<file path="config.mk">
export PLATFORM = sky130hd
export DESIGN_NAME = sorted_stream_drain
export DESIGN_NICKNAME = d
export VERILOG_FILES = /design/src/rtl/sorted_stream_drain.sv
export SDC_FILE = /design/constraint.sdc
export NUM_CORES = 1
export LEC_CHECK = 0
export CAP_MARGIN = 20
export CORE_ASPECT_RATIO = 1.75
export CORE_MARGIN = 4
export CORE_UTILIZATION = 30
export CTS_CLUSTER_SIZE = 8
export DETAILED_ROUTE_END_ITERATION = 10
export MAX_ROUTING_LAYER = met4
export SLEW_MARGIN = 30
export SYNTH_ARGS = -nofsm -noshare
export SYNTH_HDL_FRONTEND = slang
export SYNTH_SLANG_ARGS = --single-unit
</file>
<file path="constraint.sdc">
create_clock -name clk -period 3 [get_ports clk]
set_clock_uncertainty 0.05 [all_clocks]
set_input_delay 0.3 -clock clk [delete_from_list [all_inputs] [get_ports clk]]
set_output_delay 0.3 -clock clk [all_outputs]
set_load 0.02 [all_outputs]
</file>
<file path="src/rtl/sorted_stream_drain.sv">
// Drain stage for the insertion sorter: snapshots SIZE sorted words on load and streams the first n = min(count, SIZE) of them over valid/ready.
// Optional build macro SORTED_DRAIN_REVERSE_EN drains from index n-1 down to index 0.
module sorted_stream_drain #(
    parameter int SIZE  = 16,
    parameter int WIDTH = 32,
    parameter int CW    = 5,
    parameter int IW    = 4
) (
    input  logic                  clk,
    input  logic                  rst,
    input  logic                  load,
    input  logic [CW-1:0]         count,
    input  logic [SIZE*WIDTH-1:0] sorted_data,
    input  logic                  out_ready,
    output logic                  out_valid,
    output logic [WIDTH-1:0]      out_data,
    output logic [IW-1:0]         out_index,
    output logic                  out_last,
    output logic                  busy,
    output logic                  done
);

    typedef enum logic [1:0] {
        IDLE   = 2'd0,
        STREAM = 2'd1,
        FIN    = 2'd2
    } state_t;

    localparam logic [CW-1:0] SIZE_C = CW'(SIZE);
    localparam logic [IW:0]   ONE_N  = (IW+1)'(1);
    localparam logic [IW:0]   TWO_N  = (IW+1)'(2);
    localparam logic [IW-1:0] ONE_I  = IW'(1);

    state_t             state_r;
    state_t             state_nxt;
    logic [WIDTH-1:0]   snap_r [SIZE];
    logic               snap_load_s;
    logic [IW:0]        left_r;
    logic [IW:0]        left_nxt;
    logic               out_valid_r;
    logic               out_valid_nxt;
    logic [WIDTH-1:0]   out_data_r;
    logic [WIDTH-1:0]   out_data_nxt;
    logic [IW-1:0]      out_index_r;
    logic [IW-1:0]      out_index_nxt;
    logic               out_last_r;
    logic               out_last_nxt;
    logic               busy_r;
    logic               busy_nxt;
    logic               done_r;
    logic               done_nxt;
    logic [CW-1:0]      clamp_s;
    logic [IW:0]        n_s;
    logic [IW:0]        n_m1_s;
    logic [IW-1:0]      first_idx_s;
    logic [IW-1:0]      step_idx_s;

    function automatic logic [WIDTH-1:0] entry_of(input logic [SIZE*WIDTH-1:0] flat,
                                                  input logic [IW-1:0]         k);
        return flat[k*WIDTH +: WIDTH];
    endfunction

    // Clamp the requested length and derive the first index and the per-beat index step.
    always_comb begin
        if (count > SIZE_C) begin
            clamp_s = SIZE_C;
        end else begin
            clamp_s = count;
        end
        n_s    = (IW+1)'(clamp_s);
        n_m1_s = n_s - ONE_N;
`ifdef SORTED_DRAIN_REVERSE_EN
        first_idx_s = n_m1_s[IW-1:0];
        step_idx_s  = out_index_r - ONE_I;
`else
        first_idx_s = IW'(0);
        step_idx_s  = out_index_r + ONE_I;
`endif
    end

    // State register.
    always_ff @(posedge clk or negedge rst) begin
        if (!rst) begin
            state_r <= IDLE;
        end else begin
            state_r <= state_nxt;
        end
    end

    // Next state and next registered outputs; FIN accepts load exactly like IDLE.
    always_comb begin
        state_nxt     = state_r;
        snap_load_s   = 1'b0;
        left_nxt      = left_r;
        out_valid_nxt = out_valid_r;
        out_data_nxt  = out_data_r;
        out_index_nxt = out_index_r;
        out_last_nxt  = out_last_r;
        busy_nxt      = busy_r;
        done_nxt      = 1'b0;
        case (state_r)
            IDLE, FIN: begin
                if (load) begin
                    snap_load_s = 1'b1;
                    if (n_s != '0) begin
                        state_nxt     = STREAM;
                        left_nxt      = n_s;
                        out_valid_nxt = 1'b1;
                        out_index_nxt = first_idx_s;
                        out_data_nxt  = entry_of(sorted_data, first_idx_s);
                        out_last_nxt  = (n_s == ONE_N);
                        busy_nxt      = 1'b1;
                    end else begin
                        state_nxt     = FIN;
                        left_nxt      = '0;
                        out_valid_nxt = 1'b0;
                        out_last_nxt  = 1'b0;
                        busy_nxt      = 1'b0;
                        done_nxt      = 1'b1;
                    end
                end else begin
                    state_nxt     = IDLE;
                    out_valid_nxt = 1'b0;
                    out_last_nxt  = 1'b0;
                    busy_nxt      = 1'b0;
                end
            end
            STREAM: begin
                // A stalled beat keeps every output register unchanged.
                if (out_valid_r && out_ready) begin
                    if (left_r == ONE_N) begin
                        state_nxt     = FIN;
                        left_nxt      = '0;
                        out_valid_nxt = 1'b0;
                        out_last_nxt  = 1'b0;
                        busy_nxt      = 1'b0;
                        done_nxt      = 1'b1;
                    end else begin
                        left_nxt      = left_r - ONE_N;
                        out_index_nxt = step_idx_s;
                        out_data_nxt  = snap_r[step_idx_s];
                        out_last_nxt  = (left_r == TWO_N);
                    end
                end else begin
                    state_nxt = STREAM;
                end
            end
            default: begin
                state_nxt     = IDLE;
                left_nxt      = '0;
                out_valid_nxt = 1'b0;
                out_data_nxt  = '0;
                out_index_nxt = '0;
                out_last_nxt  = 1'b0;
                busy_nxt      = 1'b0;
            end
        endcase
    end

    // Output and beat-counter registers.
    always_ff @(posedge clk or negedge rst) begin
        if (!rst) begin
            left_r      <= '0;
            out_valid_r <= 1'b0;
            out_data_r  <= '0;
            out_index_r <= '0;
            out_last_r  <= 1'b0;
            busy_r      <= 1'b0;
            done_r      <= 1'b0;
        end else begin
            left_r      <= left_nxt;
            out_valid_r <= out_valid_nxt;
            out_data_r  <= out_data_nxt;
            out_index_r <= out_index_nxt;
            out_last_r  <= out_last_nxt;
            busy_r      <= busy_nxt;
            done_r      <= done_nxt;
        end
    end

    // Snapshot store; only an accepted load samples sorted_data.
    always_ff @(posedge clk or negedge rst) begin
        if (!rst) begin
            for (int k = 0; k < SIZE; k++) begin
                snap_r[k] <= '0;
            end
        end else if (snap_load_s) begin
            for (int k = 0; k < SIZE; k++) begin
                snap_r[k] <= sorted_data[k*WIDTH +: WIDTH];
            end
        end
    end

    assign out_valid = out_valid_r;
    assign out_data  = out_data_r;
    assign out_index = out_index_r;
    assign out_last  = out_last_r;
    assign busy      = busy_r;
    assign done      = done_r;

endmodule

</file>
==> impl_metrics.csv, run 1 <==
group,metric,value,unit
floorplan,fp.dieW,228,um
clock_tree,clock-root-buffer,"clkbuf_16",
timing,fmax,372,MHz
power_and_ir_drop,pwr-share-seq,0.359,
worst_setup_path,endpoint_kind,"flop",
logic_synthesis,synthDistinctLibCells,50,
power_and_ir_drop,vdd_drop_max,759,uV
placed_design,port-buffer-count,560,
worst_hold_path,holdPathStages,3,
power_and_ir_drop,powerDensity,1070,mW/mm^2
worst_setup_path,crit_required,3.47,ns
logic_synthesis,synth-seq-cells,558,
timing,setup_viol,0,
logic_synthesis,yosys_warnings,0,
placed_design,gp_routability_congestion,0.837,
logic_synthesis,synth_async_sr_flop_share,1.00,
timing,rsz0062_at_grt,"false",
worst_setup_path,cp_slowest_cell,"dfrtp_4",
logic_synthesis,synthAdderAreaFrac,0.00197,
global_route,grt-ovfl-total,0,
logic_synthesis,synth_fp_nets,3154,
global_route,antenna_found_initial,24,
worst_setup_path,path_cells,"ha_4 -> buf_12 -> buf_12 -> mux4_2 -> mux2i_1 -> mux2i_1 -> a221o_1",
timing,layout_min_cycle_time,2.69,ns
floorplan,initial_utilization,0.302,
clock_tree,clk_pin_slew_worst_paths,0.06,ns
worst_setup_path,r2r_cells,7,
clock_tree,cts_max_path_buffers,3,
timing,fin_crit_sh,0.896,
worst_setup_path,max_stage_delay,0.54,ns
logic_synthesis,syn_avg_cell_area,9.67,um^2
logic_synthesis,muxShareOfSynthArea,0.151,
timing,holdWs,0.143,ns
power_and_ir_drop,intPower,23.4,mW
power_and_ir_drop,power_switching_share,0.368,
global_route,grt_pass1_wl,137,mm
floorplan,core,0.0842,mm^2
detailed_routing,via_per_inst,4.81,
detailed_routing,first_pass_iters,5,
clock_tree,cts_sinks,558,
logic_synthesis,syn_inst,2629,
timing,finalSetupTns,0,ns
detailed_routing,drc,0,
final_layout,final_util,0.413,
logic_synthesis,synth_top_family_by_area,"simple AND/OR/NAND/NOR gates",
floorplan,dieArea,0.0896,mm^2
flow_run,maxCapViolations,0,
final_layout,syn_to_final_growth,36.9,%
global_route,grt_pass1_vias,21566,
logic_synthesis,yosys.area_share.simple,0.244,
clock_tree,htreeDepth,3,
detailed_routing,vias,20560,
detailed_routing,wire_per_inst,21.3,um
logic_synthesis,ys_seq_area_frac,0.549,
detailed_routing,wl,91.1,mm
logic_synthesis,synth_xor_area_frac,0.00133,
clock_tree,cts_made_buffers,79,
clock_tree,cts_tree,"yes",
timing,slew_headroom,0.484,
worst_setup_path,critPathLaunch,"out_index[0]",
timing,drv_slew,0,
placed_design,dpl.hpwl,67.8,mm
power_and_ir_drop,comb_power_share,0.428,
clock_tree,post_cts_resized,0,
power_and_ir_drop,p_clk_frac,0.214,
worst_setup_path,path_class,"reg -> reg",
detailed_routing,antenna_left,0,
power_and_ir_drop,total_leakage_power,16.7,nW
timing,finalHoldViolCount,0,
floorplan,row_count,141,
worst_hold_path,hold_path.class,"in -> reg",
floorplan,fp.dieH,393,um
power_and_ir_drop,p_sw,13.6,mW
clock_tree,clkLatencyLatePin,0.64,ns
logic_synthesis,synth_edf_count,0,
clock_tree,post-cts-setup-buffer-count,0,
worst_setup_path,crit_fanout,30,
timing,tightest_slew,0.775,ns
final_layout,fin_nets,3700,
logic_synthesis,yosysTopAreaCellShare,0.549,
detailed_routing,drt_iter0_markers,1484,
logic_synthesis,syn_area,0.0254,mm^2
logic_synthesis,synth-compound-area-share,0.0221,
worst_hold_path,worstHoldStart,"sorted_data[128]",
floorplan,io_pins,561,
outcome,status,"finished, final reports clean",
worst_setup_path,critPathLaunchType,"flop",
logic_synthesis,ys_top_cells_by_area,"dfrtp_1 (55%), nand2_1 (23%), mux4_2 (11%)",
global_route,grt_usage,0.206,
logic_synthesis,synth_top_area_cell,"dfrtp_1",
final_layout,drive_gt1_frac,0.0962,
logic_synthesis,synth_flop_cell,"dfrtp_1",
worst_setup_path,crit_arrival,3.16,ns
global_route,grt_max_degree,96,
worst_setup_path,timing.rr.start,"out_index[0]",
power by group through the flow:
stage | combinational [mW] | clock, mW | sequential, mW
final | 15.9 | 7.92 | 13.3
after global routing | 17.5 | 8.44 | 13.6
after CTS | 16.1 | 8.17 | 13.3
after detailed placement | 16.0 | 0 | 13.4
after global placement | 15.7 | 0 | 13.4
after floorplan | 10.4 | 0 | 12.6
flip-flops by register name, indices dropped and copies added (netlist names):
| name | count |
|---|---|
| done | 1 |
| out_last | 1 |
| out_index | 4 |
| snap_r | 512 |
| out_data | 32 |
| state_r | 2 |
| busy | 1 |
| left_r | 5 |
repair_timing:
| item | in CTS | in global routing |
|---|---|---|
| hold endpoints to repair | 125 | 0 |
| hold buffers | 1 | 0 |
| endpoints found under the setup margin | 0 | 0 |
through the flow:
| step | cell area, um^2 | power [mW] | setup slack, ns | cells |
|---|---|---|---|---|
| final | 34800 | 37.1 | 0.311 | 4271 |
| after CTS | 34700 | 37.6 | 0.303 | 4253 |
| after floorplan | 25400 | 23.0 | 0.512 | 2629 |
| after global routing | 34800 | 39.6 | 0.211 | 4270 |
| after global placement | 32700 | 29.1 | 0.365 | 4165 |
| after detailed placement | 32700 | 29.4 | 0.307 | 4165 |
critical path, delay by kind of cell (launching register included):
kind / cells / cell delay (ns)
buf+inv: 2 / 0.44
compound gates: 1 / 0.32
flops: 1 / 0.54
mux: 3 / 0.71
fa+ha+maj: 1 / 0.43
kinds of logic after synthesis:
kind of cell / count (synthesis)
AO/OA/AOI/OAI: 64
XOR/XNOR: 3
adder cells (fa/ha/maj): 4
buffers and inverters: 180
flip-flops: 558
multiplexers: 224
AND/OR/NAND/NOR: 1596
area by class of cell:
cell class,count,area (um^2)
Clock inverter,3,48.8
Multi-Input combinational cell,1891,10800
Tap cell,1072,1340
Fill cell,8178,49400
Antenna cell,18,45.0
Sequential cell,558,14000
Inverter,6,22.5
Timing Repair Buffer,639,6570
Clock buffer,84,2020
Yosys cell counts, drive strengths merged (3+ instances only):
| library cell | number |
|---|---|
| clkbuf | 133 |
| o31a | 4 |
| a221o | 30 |
| buf | 41 |
| nor3 | 4 |
| mux2i | 92 |
| ha | 4 |
| nand2 | 1543 |
| nor2 | 4 |
| mux4 | 128 |
| mux2 | 4 |
| dfrtp | 558 |
| nor4b | 30 |
| inv | 6 |
| o31ai | 3 |
| o21ai | 10 |
path summary, 6_finish.rpt:
| kind | slack [ns] | to |
|---|---|---|
| max | 0.31 | out_data[1] |
| min | 0.14 | snap_r[352] |
| max reg2reg | 0.31 | out_data[1] |
| min reg2reg | 0.42 | snap_r[135] |
| max in group asynchronous | 1.66 | snap_r[334] |
| min in group asynchronous | 0.16 | snap_r[285] |
routing by layer:
metal  global-route usage  up-vias  part of all wire
met4               0.0715        0             0.032
met5                    -        -                 0
li1                     -     9610                 -
met1                0.271    10018              0.44
met3               0.0527      134             0.070
met2                0.311      798              0.46
layout by cell type, fill, tap and decap left out, types with 6 or more instances in the layout:
cell type,n
dfrtp_1,556
clkbuf_16,80
mux4_2,128
mux2i_1,92
buf_12,29
a221o_1,30
o21ai_0,9
clkdlybuf4s50_1,559
diode_2,18
buf_4,49
inv_1,6
nor4b_1,30
nand2_1,1543
Note: power is estimated with default switching activity, not from simulation.
==> inputs of run 2 (changes only) <==
--- a/config.mk
+++ b/config.mk
@@ -8,10 +8,12 @@
 export CAP_MARGIN = 20
 export CORE_ASPECT_RATIO = 1.75
 export CORE_MARGIN = 4
-export CORE_UTILIZATION = 30
+export CORE_UTILIZATION = 51
+export CTS_BUF_LIST = sky130_fd_sc_hd__clkbuf_8
 export CTS_CLUSTER_SIZE = 8
 export DETAILED_ROUTE_END_ITERATION = 10
 export MAX_ROUTING_LAYER = met4
+export PLACE_DENSITY = 0.91
 export SLEW_MARGIN = 30
 export SYNTH_ARGS = -nofsm -noshare
 export SYNTH_HDL_FRONTEND = slang
==> run 2 against run 1 <==
Effect of this change: combinational power fell by 3%; core utilization rose by 26 points; flip-flop and latch count did not move; worst hold slack got worse by 0.024 ns; critical endpoint is now out_index[0]; largest cell class unchanged; via count rose by 5.0%; fmax rose by 3.2%; sequential power barely moved.
==> impl_metrics.csv, run 2 (synthesized netlist as in run 1, its figures left out) <==
group,metric,value,unit
timing,rsz0062_at_grt,"false",
power_and_ir_drop,powerDensity,1030,mW/mm^2
detailed_routing,antenna_left,0,
final_layout,multi_input_area,0.0108,mm^2
clock_tree,cts_sinks,558,
clock_tree,cts_max_path_buffers,3,
worst_hold_path,hold_path.class,"in -> reg",
timing,finalHoldViolCount,0,
global_route,grt_usage,0.320,
final_layout,n_fill_cell,3639,
final_layout,largest_reg_flops,512,
worst_setup_path,crit_arrival,2.26,ns
clock_tree,clock-root-buffer,"clkbuf_8",
worst_setup_path,crit_fanout,50,
clock_tree,cts_tree,"yes",
final_layout,final_util,0.676,
clock_tree,clkLatencyLatePin,0.66,ns
power_and_ir_drop,vdd_drop_max,567,uV
floorplan,core,0.0495,mm^2
global_route,grt_max_degree,109,
global_route,grt_pass1_vias,22473,
worst_setup_path,critical-path-top-delay-family,"buffers and inverters",
final_layout,syn_to_final_growth,31.5,%
timing,tightest_slew,0.516,ns
power_and_ir_drop,power_switching_share,0.385,
timing,setup_viol,0,
final_layout,final_common_cell,"nand2_1",
power_and_ir_drop,p_sw,13.3,mW
clock_tree,htreeDepth,3,
detailed_routing,drt_iter0_markers,1940,
global_route,grt_pass1_wl,128,mm
power_and_ir_drop,intPower,21.3,mW
clock_tree,post_cts_resized,0,
floorplan,fp.dieH,303,um
timing,fin_crit_sh,0.869,
detailed_routing,vias,21578,
final_layout,regMostFlops,"snap_r",
timing,layout_min_cycle_time,2.61,ns
worst_setup_path,crit_required,2.65,ns
floorplan,fp.dieW,177,um
final_layout,final-seq-area,0.0140,mm^2
worst_setup_path,critPathLaunchType,"flop",
detailed_routing,wl,84.1,mm
clock_tree,clk_pin_slew_worst_paths,0.06,ns
worst_setup_path,max_stage_delay,0.72,ns
detailed_routing,wire_per_inst,21.7,um
worst_setup_path,endpoint_kind,"output pin",
final_layout,fin_nets,3682,
global_route,antenna_found_initial,20,
timing,finalSetupTns,0,ns
worst_setup_path,path_class,"reg -> out",
timing,slew_headroom,0.656,
timing,fmax,384,MHz
power_and_ir_drop,p_clk_frac,0.165,
floorplan,initial_utilization,0.514,
flow_run,maxCapViolations,0,
floorplan,io_pins,561,
clock_tree,cts_made_buffers,84,
floorplan,dieArea,0.0536,mm^2
worst_setup_path,cp_slowest_cell,"clkdlybuf4s50_1",
placed_design,port-buffer-count,560,
outcome,status,"finished, final reports clean",
timing,drv_slew,0,
worst_setup_path,cp_num_buf_inv,2,
detailed_routing,via_per_inst,5.58,
floorplan,row_count,108,
final_layout,layout_common_cells,"nand2_1 (1543), clkdlybuf4s50_1 (559), dfrtp_1 (556)",
placed_design,gp_routability_congestion,0.954,
power_and_ir_drop,comb_power_share,0.448,
placed_design,dpl.hpwl,62.6,mm
power_and_ir_drop,pwr-share-seq,0.387,
worst_setup_path,path_cells,"buf_12 -> clkdlybuf4s50_1",
power_and_ir_drop,total_leakage_power,16.3,nW
detailed_routing,drc,0,
global_route,grt-ovfl-total,0,
final_layout,drive_gt1_frac,0.0947,
detailed_routing,first_pass_iters,5,
==> run 2: changes by cell type in the layout (fill, tap and decap cells not counted), moves of 3 or more <==
cell | previous run | this run
inv_1 | 6 | 23
clkbuf_16 | 80 | 0
clkinv_2 | 0 | 4
clkbuf_8 | 0 | 93
clkbuf_1 | 4 | 0
buf_12 | 29 | 26
inv_8 | 0 | 3
buf_4 | 49 | 29
==> run 2: power by group through the flow <==
stage	combinational, mW	sequential (mW)	clock, mW
2_1_floorplan	10.4	12.6	0
3_3_place_gp	14.9	13.2	0
3_5_place_dp	15.4	13.3	0
4_1_cts	15.5	13.2	5.81
5_1_grt	16.9	13.6	6.14
6_report	15.5	13.4	5.71
==> run 2: metal layers <==
metal	vias to the layer above	wire length, um	GRT usage
li1	9568	-	-
met1	10504	31100	0.393
met2	1218	40500	0.494
met3	288	6370	0.0532
met4	0	6170	0.208
met5	-	0	-
==> run 2: final cells by class <==
cell class / instances / area share
inverter: 6 / 0.000674
sequential: 558 / 0.418
antenna: 20 / 0.00150
clock buffer: 93 / 0.0383
tap: 660 / 0.0247
multi-input combinational: 1891 / 0.322
timing repair buffer: 616 / 0.190
clock inverter: 26 / 0.00423
==> run 2: through the flow <==
step                setup slack, ns  hold WS (ns)  cell area, um^2  total power, mW  std cells
floorplan                     0.512       -0.0456            25400             23.0       2629
global placement              0.409         0.220            31900             28.0       3730
detailed placement            0.373         0.223            31900             28.8       3730
CTS                           0.336        0.0698            33400             34.6       3850
global route                  0.258        0.0834            33400             36.7       3870
finish                        0.394         0.118            33400             34.6       3870
==> run 2: what timing repair did <==
item                                    CTS  global route
hold buffers                              1             0
buffers inserted                          0             0
endpoints found under the setup margin    0             0
hold endpoints to repair                177             0
==> run 2: worst min-delay path: cells and delay by family <==
| family | cells | cell delay (ns) |
|---|---|---|
| buffers and inverters | 1 | 0.39 |
| and+or+nand+nor | 2 | 0.10 |
==> run 2: worst paths after layout <==
check                                 startpoint      endpoint  slack (ns)  cells past startpoint
worst max register to register      out_index[0]  out_data[10]        0.40                      6
min in group asynchronous                    rst   snap_r[354]        0.13                      2
worst max-delay path                out_index[0]  out_index[0]        0.39                      2
worst min-delay path            sorted_data[407]   snap_r[119]        0.12                      3
max in group asynchronous                    rst   snap_r[427]        1.66                      4
worst min register to register        snap_r[18]    snap_r[18]        0.42                      2
